**src/rtl/spi_xfer_ctrl_pkg.sv**
```systemverilog
// Shared types and constants for the SPI transfer sequencer.
package spi_ctrl_pkg;
  typedef enum logic [2:0] {IDLE, SETUP, SHIFT, HOLD, WRITEBACK} state_t;

  localparam int DATA_W_DEF = 12;
  localparam int DIV_W_DEF  = 8;
  localparam int REG_W      = 32;
endpackage

```
**src/rtl/spi_xfer_ctrl_if.sv**
```systemverilog
// CPU/register-side and serial-side signals of the SPI transfer sequencer.
interface spi_xfer_ctrl_if #(
  parameter int DIV_W = spi_ctrl_pkg::DIV_W_DEF
);
  import spi_ctrl_pkg::*;

  logic             start;
  logic [DIV_W-1:0] div;
  logic [REG_W-1:0] tx_data;
  logic             miso;
  logic             sclk;
  logic             cs_n;
  logic             mosi;
  logic [REG_W-1:0] rx_data;
  logic             rx_wr;
  logic             busy;
  logic             done;

  modport master (
    output start, div, tx_data, miso,
    input  sclk, cs_n, mosi, rx_data, rx_wr, busy, done
  );

  modport slave (
    input  start, div, tx_data, miso,
    output sclk, cs_n, mosi, rx_data, rx_wr, busy, done
  );
endinterface

```
**src/rtl/spi_clk_div.sv**
```systemverilog
// Half-period counter: counts 0..div while enabled and flags the wrap cycle.
module spi_clk_div #(
  parameter int DIV_W = 8
) (
  input  logic             clk,
  input  logic             rst,
  input  logic             en,
  input  logic [DIV_W-1:0] div,
  output logic             tick
);
  logic [DIV_W-1:0] cnt;

  assign tick = en && (cnt == div);

  always_ff @(posedge clk) begin
    if (rst || !en || tick) cnt <= '0;
    else                    cnt <= cnt + 1'b1;
  end
endmodule

```
**src/rtl/spi_xfer_ctrl.sv**
```systemverilog
// SPI mode-0 master sequencer: shifts the data register out MSB-first and
// writes the received word back through the priority write port.
module spi_xfer_ctrl
  import spi_ctrl_pkg::*;
#(
  parameter int DATA_W = DATA_W_DEF,
  parameter int DIV_W  = DIV_W_DEF
) (
  input logic            clk,
  input logic            rst,
  spi_xfer_ctrl_if.slave bus
);
  localparam int BCW = $clog2(DATA_W + 1);

  state_t           state;
  logic [DIV_W-1:0] div_q;
  logic [DATA_W-1:0] tx_sr, rx_sr, tx_nxt, rx_nxt;
  logic [BCW-1:0]   bit_cnt;
  logic             tick, cnt_en;
  logic             sclk_q, cs_n_q, mosi_q, rx_wr_q, busy_q, done_q;
  logic [REG_W-1:0] rx_data_q;
  logic             unused_tx_hi;

  // Bits above DATA_W belong to the register but are not transmitted.
  assign unused_tx_hi = |(bus.tx_data >> DATA_W);

  assign cnt_en = (state == SETUP) || (state == SHIFT) || (state == HOLD);
  assign tx_nxt = tx_sr << 1;
  assign rx_nxt = (rx_sr << 1) | DATA_W'(bus.miso);

  spi_clk_div #(.DIV_W(DIV_W)) u_div (
    .clk  (clk),
    .rst  (rst),
    .en   (cnt_en),
    .div  (div_q),
    .tick (tick)
  );

  always_ff @(posedge clk) begin
    if (rst) begin
      state     <= IDLE;
      div_q     <= '0;
      tx_sr     <= '0;
      rx_sr     <= '0;
      bit_cnt   <= '0;
      sclk_q    <= 1'b0;
      cs_n_q    <= 1'b1;
      mosi_q    <= 1'b0;
      rx_data_q <= '0;
      rx_wr_q   <= 1'b0;
      busy_q    <= 1'b0;
      done_q    <= 1'b0;
    end else begin
      rx_wr_q <= 1'b0;
      done_q  <= 1'b0;
      unique case (state)
        IDLE: if (bus.start) begin
          state   <= SETUP;
          div_q   <= bus.div;
          tx_sr   <= bus.tx_data[DATA_W-1:0];
          rx_sr   <= '0;
          bit_cnt <= '0;
          cs_n_q  <= 1'b0;
          busy_q  <= 1'b1;
          mosi_q  <= bus.tx_data[DATA_W-1];
        end
        SETUP: if (tick) begin
          state  <= SHIFT;
          sclk_q <= 1'b1;
          rx_sr  <= rx_nxt;
        end
        SHIFT: if (tick) begin
          if (sclk_q) begin
            sclk_q  <= 1'b0;
            bit_cnt <= bit_cnt + 1'b1;
            // Last falling edge keeps the final bit on mosi.
            if (bit_cnt != BCW'(DATA_W - 1)) begin
              tx_sr  <= tx_nxt;
              mosi_q <= tx_nxt[DATA_W-1];
            end
          end else if (bit_cnt == BCW'(DATA_W)) begin
            state <= HOLD;
          end else begin
            sclk_q <= 1'b1;
            rx_sr  <= rx_nxt;
          end
        end
        HOLD: if (tick) begin
          state     <= WRITEBACK;
          cs_n_q    <= 1'b1;
          mosi_q    <= 1'b0;
          rx_wr_q   <= 1'b1;
          done_q    <= 1'b1;
          rx_data_q <= REG_W'(rx_sr);
        end
        WRITEBACK: begin
          state  <= IDLE;
          busy_q <= 1'b0;
        end
        default: state <= IDLE;
      endcase
    end
  end

  assign bus.sclk    = sclk_q;
  assign bus.cs_n    = cs_n_q;
  assign bus.mosi    = mosi_q;
  assign bus.rx_data = rx_data_q;
  assign bus.rx_wr   = rx_wr_q;
  assign bus.busy    = busy_q;
  assign bus.done    = done_q;
endmodule

```
**src/flat_wrapper.sv**
```systemverilog
// flat-port wrapper written by rule: the top's interface ports become plain ports
module spi_xfer_ctrl_flat import spi_ctrl_pkg::*;
#(
  parameter int DATA_W = DATA_W_DEF,
  parameter int DIV_W  = DIV_W_DEF
)
  (clk, rst, bus_start, bus_div, bus_tx_data, bus_miso, bus_sclk, bus_cs_n, bus_mosi, bus_rx_data, bus_rx_wr, bus_busy, bus_done);
  spi_xfer_ctrl_if #(.DIV_W(DIV_W)) bus_i ();
  input logic clk;
  input logic rst;
  input wire logic [$bits(bus_i.start)-1:0] bus_start;
  input wire logic [$bits(bus_i.div)-1:0] bus_div;
  input wire logic [$bits(bus_i.tx_data)-1:0] bus_tx_data;
  input wire logic [$bits(bus_i.miso)-1:0] bus_miso;
  output wire logic [$bits(bus_i.sclk)-1:0] bus_sclk;
  output wire logic [$bits(bus_i.cs_n)-1:0] bus_cs_n;
  output wire logic [$bits(bus_i.mosi)-1:0] bus_mosi;
  output wire logic [$bits(bus_i.rx_data)-1:0] bus_rx_data;
  output wire logic [$bits(bus_i.rx_wr)-1:0] bus_rx_wr;
  output wire logic [$bits(bus_i.busy)-1:0] bus_busy;
  output wire logic [$bits(bus_i.done)-1:0] bus_done;
  assign bus_i.start = bus_start;
  assign bus_i.div = bus_div;
  assign bus_i.tx_data = bus_tx_data;
  assign bus_i.miso = bus_miso;
  assign bus_sclk = bus_i.sclk;
  assign bus_cs_n = bus_i.cs_n;
  assign bus_mosi = bus_i.mosi;
  assign bus_rx_data = bus_i.rx_data;
  assign bus_rx_wr = bus_i.rx_wr;
  assign bus_busy = bus_i.busy;
  assign bus_done = bus_i.done;
  spi_xfer_ctrl #(.DATA_W(DATA_W), .DIV_W(DIV_W)) u_core (.clk(clk), .rst(rst), .bus(bus_i));
endmodule
```
**config.mk**
```make
export PLATFORM = sky130hd
export DESIGN_NAME = spi_xfer_ctrl_flat
export DESIGN_NICKNAME = d
export VERILOG_FILES = /design/src/rtl/spi_xfer_ctrl_pkg.sv /design/src/rtl/spi_xfer_ctrl_if.sv /design/src/rtl/spi_clk_div.sv /design/src/rtl/spi_xfer_ctrl.sv /design/src/flat_wrapper.sv
export SDC_FILE = /design/constraint.sdc
export NUM_CORES = 1
export LEC_CHECK = 0
export ABC_CLOCK_PERIOD_IN_PS = 1700
export BUFFER_PORTS_ARGS = -buffer_cell sky130_fd_sc_hd__buf_4
export CORE_MARGIN = 3
export CORE_UTILIZATION = 25
export CTS_CLUSTER_DIAMETER = 30
export DETAILED_ROUTE_END_ITERATION = 8
export MAX_ROUTING_LAYER = met4
export SLEW_MARGIN = 20
export SYNTH_ARGS = -nofsm -noshare
export SYNTH_HDL_FRONTEND = slang
export SYNTH_SLANG_ARGS = --single-unit
```
**constraint.sdc**
```tcl
create_clock -name clk -period 1.7 [get_ports clk]
set_clock_uncertainty 0.15 [all_clocks]
set_input_delay 0.425 -clock clk [delete_from_list [all_inputs] [get_ports clk]]
set_output_delay 0.425 -clock clk [all_outputs]
set_load 0.05 [all_outputs]
```
# Word-level counts from Yosys, hierarchy flattened
# Cells that the tools add are included.
# word_totals
out_inout_bits	38
register_bits	63
inputBits	44
# op_classes
reduce_logical	24
mux	38
n_addsub	2
bitwise_logic	2
n_eq_ne	16
# op_table
cell	n
12-bit two-way mux	5
11-bit two-way mux	4
12-bit case mux with 3 select lines	1
11-bit case mux with 2 select lines	1
3-bit two-way mux	6
6-bit AND reduction	3
2-bit != test (second input constant)	8
1-bit two-way mux	12
4-bit two-way mux	3
12-bit by 1-bit OR with 12-bit output	1
3-bit case mux with 4 select lines	1
8-bit by 1-bit adder with 8-bit output (second input constant)	1
8-bit == test	1
4-bit case mux with 2 select lines	1
2-bit nonzero test	4
3-bit by 2-bit == test with 1-bit output (second input constant)	2
1-bit case mux with 2 select lines	3
2-bit AND reduction	3
3-bit AND reduction	2
3-bit nonzero test	2
5-bit AND reduction	1
4-bit by 1-bit adder with 4-bit output (second input constant)	1
4-bit == test (second input constant)	1
1-bit logical OR	4
11 further kinds	11

# Depth between registers and ports, before layout
# Gate-level depths: netlist (run 1).
# logic_depth
ltp_word	6
mapped_depth	8

# Cells and area by module
# Synthesis (run 1) repeated with hierarchy kept, for this count alone.
# hier_totals
hier_cells	342
hier_area_um2	2976.6
# by_module_without_submodules
module	n_inst	area_per_inst_um2	cells_per_inst
spi_xfer_ctrl	1	2502.4	294
spi_clk_div	1	474.2	48

# Least setup slack after synthesis (run 1)
# No wires, ideal clock.
# synth_timing
kind	register to register
start	register u_core.sclk_q, in the netlist u_core.bus.sclk
end	register u_core.bit_cnt[3]
path_slack_ns	-0.416
stages_incl_launch_ff	6
synth_period_minus_slack_ns	2.116
t_arrival_ns	1.875
setup_ns	0.091
required_ns	1.459
path_cell_list	dfxtp_1 > inv_1 > or4_4 > nor3_4 > a41oi_1 > a311oi_1
# synth_between
elab_chain_cells	2
# synth_rtl
item	line_no	rtl
start, declared	spi_xfer_ctrl.sv:20	logic sclk_q, cs_n_q, mosi_q, rx_wr_q, busy_q, done_q;
start signal, assigned	spi_xfer_ctrl.sv:46	sclk_q <= 1'b0;
start signal, assigned	spi_xfer_ctrl.sv:69	sclk_q <= 1'b1;
start signal, assigned	spi_xfer_ctrl.sv:74	sclk_q <= 1'b0;
2-bit by 1-bit != test with 1-bit output (no line)	--	
4-bit AND reduction (no line)	--	
end signal, assigned	spi_xfer_ctrl.sv:75	bit_cnt <= bit_cnt + 1'b1;
end, declared	spi_xfer_ctrl.sv:18	logic [BCW-1:0] bit_cnt;
# Every way passes these cells.
# A chain may end at the register's enable or synchronous reset.

# Worst setup path in the final report (run 1)
# layout_timing
start	register u_core.u_div.cnt[0]
end	register u_core.rx_sr[2]
# layout_between
elab_chain_cells	4
elab_cells_between_ends	5
# layout_rtl
item	line_no	rtl
start, declared	spi_clk_div.sv:11	logic [DIV_W-1:0] cnt;
start signal, assigned	spi_clk_div.sv:17	else cnt <= cnt + 1'b1;
8-bit == test (*)	spi_clk_div.sv:13	assign tick = en && (cnt == div);
1-bit logical AND (*)	spi_clk_div.sv:13	
2-bit != test (no line)	--	
6-bit AND reduction (no line) (*)	--	
end signal, assigned	spi_xfer_ctrl.sv:70	rx_sr <= rx_nxt;
end signal, assigned	spi_xfer_ctrl.sv:85	rx_sr <= rx_nxt;
end, declared	spi_xfer_ctrl.sv:17	logic [DATA_W-1:0] tx_sr, rx_sr, tx_nxt, rx_nxt;
# Every way passes the cells marked *; elsewhere a longest branch is shown, timed or not.

==> run summary, run 1 <==
Yosys warnings = 0
Final Hold Viols = 0
Port bufs = 41
Antenna viol nets, final = 0
Proportion of layout cells with a drive suffix above 1 = 0.407
DRC = 0
Setup ws final = -148 ps
Clock root cell = clkbuf_16
Setup crit start kind = flip-flop
Final period utilization = 1.09
1st-iter DRT viols = 113
Reg area = 1290 um^2
CTS Buffer Depth = 2
Yosys top cell area share = 0.395
# IOs = 82
Die area = 14200 um^2
MaxCap Viol Count = 0
Vias = 2790
GPL Wtd Cong = 0.836
Worst-Margin Slew = 502 ps
Worst skew pair latency = 330 ps
Synth area leaders = dfxtp_1 40%, mux2i_1 7.8%, nand2_1 7.3%, a21oi_1 5.8%, buf_4 5.2%
CTS tree = yes
Highest Clock Rate = 541 MHz
CTS buffer count = 9
Clk slew on worst S/H paths = 60 ps
RSZ-0062 raised after global routing = true
Diodes inserted = 0
Initial Utilization = 0.260
Layout Nets = 492
Post-synth cell types = 50
# hold bufs at CTS = 0
Switching portion of total power = 0.385
Yosys reg bits = 63
Synth Flop Type = dfxtp_1
Die Ht = 119 um
WL/cell = 13.5 um
Worst VDD drop = 772 uV
Largest net degree at the start of global routing = 30
WP data required = 1770 ps
Min Tclk post-route = 1850 ps
Part of the power in registers = 0.260
Congestion Overflow GR = 0
Failing checks = setup timing
Arrival time at the worst endpoint = 1920 ps
Switching power = 2.82 mW
WHS = 184 ps
Row count = 40
Vias in the first global route = 2687
Worst setup path class = reg2reg
Pre-CTS WS = -184 ps
Placed insts = 590
Setup TNS Final = -4430 ps
Die width = 119 um
Synthesized area = 3190 um^2
Syn avg cell area = 8.96 um^2
GRT Util Overall = 0.118
Multi-input gate area = 1870 um^2
Mapped Cells = 356
Drt via density = 4.51
H-tree Lvls = 3
Finish-stage setup viols = 51
Largest area contributor in the netlist = dfxtp_1
Initial antenna violation count = 0
Detailed Route WL = 8320 um
Number of synthesized flops with an enable pin = 0
Core Box Area = 12300 um^2
Worst Path Max Fanout = 6
Final slew viol count = 0
Pwr/cell area = 1600 nW/um^2
Static Leak = 1.77 nW
Drt first pass iters = 4
Gate power share = 0.503
Int Power = 4.50 mW
Relative slew slack = 0.663
Non-Filler Instances = 618
Clock power share = 0.238
Seq/Total Area, Yosys = 0.395
Critical Path Sink Type = flip-flop
First-pass GRT wire length = 13200 um
Outcome = finished with violations
Hold Path Class = in2reg
P&R area growth vs syn = 43.8%
Fraction of registers with async set/reset = 0
DP Wirelength = 5400 um
Pwr Total = 7.33 mW
Fill count = 1205
CTS sink count = 63
-- critical path, cell delays in order, from the launching register on --
cell and delay, ps:
dfxtp_2 330, xnor2_2 200, nand4_4 190, nor2_4 160, buf_4 130, buf_6 100
buf_6 100, o21ai_4 70, clkbuf_16 190, mux2i_1 110
-- area by class of cell --
class / instances / area share
clock inverters: 6 / 0.00954
repair buffers: 101 / 0.196
flip-flops and latches: 63 / 0.281
multi-input cells: 261 / 0.407
clock buffers: 10 / 0.0521
inverters: 9 / 0.00818
well taps: 168 / 0.0458
-- final timing paths --
| kind | from | to | slack, ps | cells past startpoint |
|---|---|---|---|---|
| worst min-delay path | bus_div[1] | u_core.div_q[1] | 180 | 3 |
| worst max register to register | u_core.u_div.cnt[0] | u_core.rx_sr[2] | -150 | 9 |
| worst max-delay path | u_core.u_div.cnt[0] | u_core.rx_sr[2] | -150 | 9 |
| worst min register to register | u_core.rx_sr[7] | u_core.rx_sr[8] | 310 | 2 |
-- per-layer routing --
layer  global-route usage  vias up  wire (um)  part of all wire
met5                    -        -          0                 0
met4               0.0478        0        108             0.013
met3               0.0266       10        351             0.042
met1                0.146     1327       3800              0.46
met2                0.186       66       4060              0.49
li1                     -     1387          -                 -
-- layout by cell type (no fill, tap or decap), types with 3 or more instances in the layout --
| cell | count |
|---|---|
| o21ai_0 | 4 |
| buf_4 | 85 |
| nor2_4 | 3 |
| nand2_1 | 62 |
| nor2_1 | 9 |
| xnor2_2 | 8 |
| a21oi_1 | 35 |
| ha_1 | 3 |
| conb_1 | 20 |
| nand3_1 | 9 |
| xor2_1 | 5 |
| mux2_2 | 8 |
| inv_1 | 5 |
| nand4_1 | 12 |
| inv_2 | 3 |
| mux2i_1 | 25 |
| buf_12 | 6 |
| clkbuf_16 | 10 |
| nor3_4 | 3 |
| dfxtp_2 | 18 |
| a211oi_1 | 3 |
| o2bb2ai_1 | 10 |
| buf_6 | 8 |
| dfxtp_1 | 44 |
| xnor2_1 | 4 |
-- flip-flops by register name (all words and copies together), names as in the netlist --
name	flops
u_core.bus.rx_data	12
u_core.bus.mosi	1
u_core.div_q	8
u_core.bus.rx_wr	1
u_core.tx_sr	11
u_core.bus.cs_n	1
u_core.u_div.cnt	8
u_core.bit_cnt	4
u_core.bus.busy	1
u_core.rx_sr	12
u_core.state	3
u_core.bus.sclk	1
-- power by group through the flow --
stage | combinational [mW] | clock, mW | sequential (mW)
after floorplan | 1.92 | 0 | 2.01
after CTS | 3.23 | 1.79 | 1.90
after global routing | 3.93 | 1.85 | 1.93
final | 3.68 | 1.74 | 1.90
after global placement | 2.99 | 0 | 1.92
after detailed placement | 3.03 | 0 | 1.93
-- cell families (layout without fill, tap and decap cells) --
family / count (synthesis) / in the layout / synth area share
other: 1 / 20 / 0.00118
flip-flops: 63 / 63 / 0.395
adder cells (fa/ha/maj): 3 / 3 / 0.0118
multiplexers: 35 / 35 / 0.114
buffers and inverters: 51 / 126 / 0.0902
XOR/XNOR: 17 / 17 / 0.0514
AO/OA/AOI/OAI: 66 / 66 / 0.135
AND/OR/NAND/NOR: 120 / 120 / 0.201
-- timing repair --
action | 4_1_cts | 5_1_grt
resized for setup | 15 | 22
gates cloned | 1 | 1
buffers inserted | 4 | 6
endpoints found under the setup margin | 50 | 53
pin swaps | 9 | 17
-- cells in the mapped netlist (2+ instances only) --
cell,number
ha_1,3
and3_1,2
or3_1,2
mux2_1,2
o21a_1,2
nor4b_1,3
nand4_4,2
nor3_1,4
dfxtp_1,63
nand2_1,62
xor2_1,5
xnor2_1,10
mux2i_1,25
buf_4,22
inv_1,8
nor2_1,12
nand4_1,12
mux2_2,8
nand2b_1,2
nand3_1,9
o21ai_0,4
a211oi_1,3
xnor2_2,2
clkbuf_1,14
o2bb2ai_1,10
a21oi_1,37
buf_2,5
-- metrics by stage --
stage,cell area (um^2),utilization
global placement,4040,0.330
finish,4590,0.374
detailed placement,4040,0.330
floorplan,3360,-
CTS,4440,0.362
global route,4590,0.374
No activity file was read; power rests on OpenSTA's default activity.
==> run 2, diff against run 1 <==
--- a/config.mk
+++ b/config.mk
@@ -5,7 +5,7 @@
 export SDC_FILE = /design/constraint.sdc
 export NUM_CORES = 1
 export LEC_CHECK = 0
-export ABC_CLOCK_PERIOD_IN_PS = 1700
+export ABC_CLOCK_PERIOD_IN_PS = 1970
 export BUFFER_PORTS_ARGS = -buffer_cell sky130_fd_sc_hd__buf_4
 export CORE_MARGIN = 3
 export CORE_UTILIZATION = 25
==> constraint.sdc (replaced) <==
create_clock -name clk -period 1.97 [get_ports clk]
set_clock_uncertainty 0.15 [all_clocks]
set_input_delay 0.4925 -clock clk [delete_from_list [all_inputs] [get_ports clk]]
set_output_delay 0.4925 -clock clk [all_outputs]
set_load 0.05 [all_outputs]
==> run 2 against run 1 <==
- the run now ends clean
- critical path depth down 3
- die area unchanged
- critical endpoint is now u_core.tx_sr[9]
- largest cell class unchanged
- clock power up 5%
- cell count down 5.5%
- largest power group unchanged
- core utilization down 4.1 points
- sequential power down 14%
==> run summary, run 2 (synthesized netlist as in run 1, its figures left out) <==
1st-iter DRT viols = 267 (+140%)
Final Core Density = 0.333 (-0.0412)
H-tree Lvls = 3 (unchanged)
WP buf/inv = 1 (-3)
Vias in the first global route = 2528 (-5.9%)
Most common library cell in the layout ignoring fill and taps = buf_4
Critical path endpoint = u_core.tx_sr[9]
Setup crit start kind = flip-flop
Port bufs = 41 (unchanged)
Crit path launch = u_core.u_div.cnt[5]
Final slew viol count = 0 (unchanged)
Largest net degree at the start of global routing = 26 (-13%)
Setup TNS Final = 0 ps (+4430 ps)
Detailed Route WL = 7340 um (-12%)
Pwr Total = 5.71 mW (-22%)
Most frequent cells in the layout = 66 x buf_4, 62 x nand2_1, 61 x dfxtp_1
Slowest Stage Delay on Critical Path = 350 ps (+20 ps)
CTS Buffer Depth = 2 (unchanged)
Proportion of layout cells with a drive suffix above 1 = 0.262 (-0.145)
Critical Path Sink Type = flip-flop
CP Cell Sequence = xnor2_1 > nand4_4 > o21ai_0 > a311oi_4 > buf_4 > o2bb2ai_1
Diodes inserted = 0 (unchanged)
# IOs = 82 (unchanged)
Worst setup path class = reg2reg
CTS tree = yes
GPL Wtd Cong = 0.782 (-6.5%)
Arrival time at the worst endpoint = 1950 ps (+30 ps)
Final period utilization = 0.958 (-0.130)
Clock power share = 0.319 (+0.081)
DP Wirelength = 5200 um (-3.7%)
Vias = 2629 (-5.8%)
Hold Path Class = in2reg
Outcome = finished, final reports clean
Core Box Area = 12300 um^2 (unchanged)
GRT Util Overall = 0.112 (-0.00624)
Die width = 119 um (unchanged)
WL/cell = 12.6 um (-6.7%)
Gate power share = 0.394 (-0.109)
RR Endpoint = u_core.tx_sr[9]
Drt first pass iters = 4 (unchanged)
Worst VDD drop = 512 uV (-34%)
Die Ht = 119 um (unchanged)
CP max-delay cell = dfxtp_1
Worst R2R Path Depth = 6 (-3)
Clock root cell = clkbuf_16
Final Instance Area = 4080 um^2 (-11%)
CP Depth = 6 (-3)
WP data required = 2030 ps (+260 ps)
CP top delay family = compound AO/OA/AOI/OAI gates
Clk slew on worst S/H paths = 50 ps (about the same)
Initial antenna violation count = 0 (unchanged)
Pwr/cell area = 1400 nW/um^2 (-12%)
Final Hold Viols = 0 (unchanged)
CTS buffer count = 9 (unchanged)
Worst Path Max Fanout = 7 (+1)
Drt via density = 4.50 (-0.28%)
Layout Nets = 458 (-6.9%)
Area after DPL = 3700 um^2 (-8.3%)
CTS sink count = 63 (unchanged)
RSZ-0062 raised after global routing = false
Part of the power in registers = 0.287 (+0.027)
First-pass GRT wire length = 12300 um (-7.2%)
Die area = 14200 um^2 (unchanged)
RR Startpoint = u_core.u_div.cnt[5]
Finish-stage setup viols = 0 (-100%)
Min Tclk post-route = 1890 ps (+37.8 ps)
R2R setup slack = 80 ps (+230 ps)
Highest Clock Rate = 530 MHz (-2.0%)
Antenna viol nets, final = 0 (unchanged)
Row count = 40 (unchanged)
Congestion Overflow GR = 0 (unchanged)
Switching power = 2.07 mW (-27%)
Worst skew pair latency = 330 ps (about the same)
Int Power = 3.65 mW (-19%)
MaxCap Viol Count = 0 (unchanged)
P&R area growth vs syn = 28.0%
DRC = 0 (unchanged)
Switching portion of total power = 0.362 (-0.0234)
Initial Utilization = 0.260 (unchanged)
Static Leak = 1.55 nW (-13%)
==> run 2: cell count changes in the layout (fill, tap and decap cells not counted), moves of 5 or more <==
cell     previous run  this run
buf_12              6         1
buf_4              85        66
buf_6               8         0
dfxtp_2            18         2
dfxtp_1            44        61
xnor2_2             8         2
xnor2_1             4        10
==> run 2: layout make-up <==
class | count | area, um^2
multi-input combinational | 261 | 1710
fill | 1280 | 8180
tap | 168 | 210
inverter | 9 | 33.8
clock inverter | 6 | 108
timing repair buffer | 67 | 515
sequential | 63 | 1260
clock buffer | 10 | 239
==> run 2: stage by stage <==
stage               worst slack (ps)  hold slack, ps  std cells
floorplan                       51.5             285        375
global placement                61.8             292        564
detailed placement              39.6             294        564
CTS                             30.7             247        580
global route                   0.121             261        584
finish                          83.7             265        584
==> run 2: worst min path at each step <==
stage                    startpoint                to  slack (ps)  cells past startpoint
global placement    u_core.rx_sr[5]   u_core.rx_sr[6]         290                      2
finish                   bus_div[4]   u_core.div_q[4]         260                      3
CTS                      bus_div[4]   u_core.div_q[4]         250                      3
floorplan           u_core.rx_sr[9]  u_core.rx_sr[10]         280                      2
detailed placement  u_core.rx_sr[7]   u_core.rx_sr[8]         290                      2
global route             bus_div[4]   u_core.div_q[4]         260                      3
==> run 2: power by group through the flow <==
stage	logic [mW]	registers [mW]	clock network, mW
5_1_grt	2.45	1.67	1.94
4_1_cts	2.18	1.64	1.88
3_3_place_gp	2.15	1.65	0
2_1_floorplan	1.58	1.70	0
6_report	2.25	1.64	1.82
3_5_place_dp	2.17	1.66	0
==> run 2: tightest hold or removal path, delay by kind of cell <==
kind | cells | cell delay [ps]
and+or+nand+nor | 1 | 50
AOI/OAI and AO/OA | 1 | 50
buffers and inverters | 1 | 110
==> run 2: timing repair <==
item,in CTS,in global routing
hold buffers,0,0
gates resized for setup,0,1
setup buffers,0,4
endpoints found under the setup margin,0,36
==> run 2: routing by layer <==
metal | share of wire | global-route usage | wire length [um] | vias to the layer above
li1 | - | - | - | 1316
met1 | 0.46 | 0.134 | 3360 | 1224
met2 | 0.48 | 0.172 | 3490 | 76
met3 | 0.045 | 0.0399 | 333 | 13
met4 | 0.021 | 0.0420 | 157 | 0
met5 | 0 | - | 0 | -
==> run 3, diff against run 2 <==
--- a/config.mk
+++ b/config.mk
@@ -7,7 +7,7 @@
 export LEC_CHECK = 0
 export ABC_CLOCK_PERIOD_IN_PS = 1970
 export BUFFER_PORTS_ARGS = -buffer_cell sky130_fd_sc_hd__buf_4
-export CORE_MARGIN = 3
+export CORE_MARGIN = 10
 export CORE_UTILIZATION = 25
 export CTS_CLUSTER_DIAMETER = 30
 export DETAILED_ROUTE_END_ITERATION = 8
==> run 3 against run 2 <==
- register-to-register slack about the same
- non-clock buffer count decreased by 1
- die area increased by 25%
- sequential power about the same
- global-route usage decreased by 1.8 points
- count of clock-buffer cells in the layout unchanged
- worst setup slack got worse by 1.8 ps
- largest cell class unchanged
- routed wire length increased by 11%
- critical path depth increased by 1
- combinational power increased by 4%
==> run summary, run 3 (synthesized netlist as in run 1, its figures left out) <==
WP data required = 2070 ps (+40 ps)
Antenna viol nets, final = 0 (unchanged)
Highest Clock Rate = 530 MHz (about the same)
Gate power share = 0.401 (+0.007)
Finish-stage setup viols = 0 (unchanged)
Worst R2R Path Depth = 7 (+1)
Area after DPL = 3720 um^2 (+0.54%)
Worst skew pair latency = 320 ps (about the same)
Final Hold Viols = 0 (unchanged)
P&R area growth vs syn = 30.0%
WP buf/inv = 2 (+1)
Core Box Area = 12600 um^2 (+2.5%)
Die Ht = 133 um (+12%)
GRT Util Overall = 0.0940 (-0.0176)
Detailed Route WL = 8160 um (+11%)
Critical Path Sink Type = flip-flop
Switching power = 2.13 mW (+3.1%)
Congestion Overflow GR = 0 (unchanged)
Initial antenna violation count = 0 (unchanged)
Largest net degree at the start of global routing = 26 (unchanged)
Drt first pass iters = 4 (unchanged)
CP top delay family = simple AND/OR/NAND/NOR gates
Min Tclk post-route = 1890 ps (+1.75 ps)
Proportion of layout cells with a drive suffix above 1 = 0.282 (+0.0199)
Min-delay src = bus_div[6]
WL/cell = 13.9 um (+11%)
Clk slew on worst S/H paths = 50 ps (about the same)
Die area = 17700 um^2 (+25%)
Worst VDD drop = 624 uV (+22%)
R2R setup slack = 80 ps (about the same)
Worst setup path class = reg2reg
RSZ-0062 raised after global routing = false
CTS buffer count = 9 (unchanged)
RR Endpoint = u_core.tx_sr[1]
Clock root cell = clkbuf_16
Pre-CTS WS = -6.69 ps (-46.3 ps)
Placed insts = 570 (+1.1%)
Setup ws final = 82.0 ps (-1.75 ps)
Pwr/cell area = 1400 nW/um^2 (+0.11%)
Port bufs = 41 (unchanged)
MaxCap Viol Count = 0 (unchanged)
DP Wirelength = 5970 um (+15%)
Final slew viol count = 0 (unchanged)
DRC = 0 (unchanged)
Hold Path Class = in2reg
Layout Nets = 457 (-0.22%)
CP max-delay cell = dfxtp_1
First-pass GRT wire length = 13300 um (+8.4%)
1st-iter DRT viols = 205 (-23%)
# hold bufs at CTS = 0 (unchanged)
CTS Buffer Depth = 2 (unchanged)
CTS sink count = 63 (unchanged)
Switching portion of total power = 0.367 (+0.00500)
Slowest Stage Delay on Critical Path = 330 ps (-20 ps)
Vias in the first global route = 2684 (+6.2%)
Die width = 133 um (+12%)
Diodes inserted = 0 (unchanged)
CTS tree = yes
Final period utilization = 0.958 (about the same)
GPL Wtd Cong = 0.825 (+5.5%)
Final Instance Area = 4150 um^2 (+1.6%)
Drt via density = 4.47 (-0.70%)
Setup crit start kind = flip-flop
Hold path cells = 3 (unchanged)
CP Cell Sequence = xnor2_2 > nand4_4 > buf_4 > nor4_4 > buf_4 > a21oi_1 > o2bb2ai_1
Int Power = 3.68 mW (+0.94%)
Most used cell along the critical path = buf_4
Non-Filler Instances = 587 (+0.51%)
RR Startpoint = u_core.div_q[6]
H-tree Lvls = 3 (unchanged)
Worst Path Max Fanout = 10 (+3)
Static Leak = 1.56 nW (+0.69%)
Row count = 41 (+2.5%)
Arrival time at the worst endpoint = 1990 ps (+40 ps)
Most common library cell in the layout ignoring fill and taps = buf_4
Initial Utilization = 0.254 (-0.00635)
# IOs = 82 (unchanged)
Most frequent cells in the layout = 64 x buf_4, 62 x nand2_1, 60 x dfxtp_1
Clock power share = 0.315 (-0.004)
Vias = 2624 (-0.19%)
Part of the power in registers = 0.284 (-0.003)
Outcome = finished, final reports clean
Final Core Density = 0.330 (-0.00284)
Hold EP = u_core.div_q[6]
run 3: cell types whose count changed in the layout (fill, tap and decap cells not counted), sizes merged:
cell,previous run,this run
buf,67,66
run 3: tightest hold or removal path, stage by stage:
cell,delay (ps)
buf_4,110
nand2_1,50
a21oi_1,50
run 3: stage by stage:
step / power [mW] / hold slack [ps] / TNS [ps]
3_5_place_dp: 3.90 / 298 / -8.86
3_3_place_gp: 3.84 / 293 / 0
5_1_grt: 6.15 / 264 / 0
2_1_floorplan: 3.28 / 285 / 0
6_report: 5.81 / 269 / 0
4_1_cts: 5.76 / 256 / 0
run 3: area by class of cell:
cell class | instances | area [um^2]
timing repair buffer | 66 | 520
fill | 1301 | 8420
clock buffer | 10 | 239
multi-input combinational | 261 | 1770
sequential | 63 | 1260
clock inverter | 6 | 108
inverter | 9 | 33.8
tap | 172 | 215
run 3: power by group through the flow:
stage               combinational [mW]  clock (mW)  sequential (mW)
finish                            2.33        1.83             1.65
global route                      2.53        1.95             1.67
CTS                               2.25        1.88             1.63
detailed placement                2.24           0             1.66
global placement                  2.19           0             1.65
floorplan                         1.58           0             1.70
run 3: how the worst max path moves through the flow:
stage                             start                end  slack (ps)  cells after the start
floorplan               u_core.bus.sclk  u_core.bit_cnt[3]          50                      5
global placement    u_core.u_div.cnt[6]    u_core.tx_sr[6]          80                      6
detailed placement      u_core.div_q[7]    u_core.tx_sr[1]          -7                      6
CTS                     u_core.div_q[7]    u_core.tx_sr[1]          20                      7
global route        u_core.u_div.cnt[5]  u_core.bit_cnt[3]           5                      6
finish                  u_core.div_q[6]    u_core.tx_sr[1]          80                      7
run 3: what timing repair did:
action                     in CTS  in global routing
gates resized for setup         1                  9
pin swaps                       0                  1
buffers inserted                0                  1
setup endpoints to repair       6                 28
run 3: per-layer routing:
| layer | up-vias | global-route usage | wire, um |
|---|---|---|---|
| met1 | 1234 | 0.105 | 3620 |
| met4 | 0 | 0.0324 | 103 |
| met3 | 10 | 0.0360 | 453 |
| li1 | 1317 | - | - |
| met5 | - | - | 0 |
| met2 | 63 | 0.151 | 3990 |
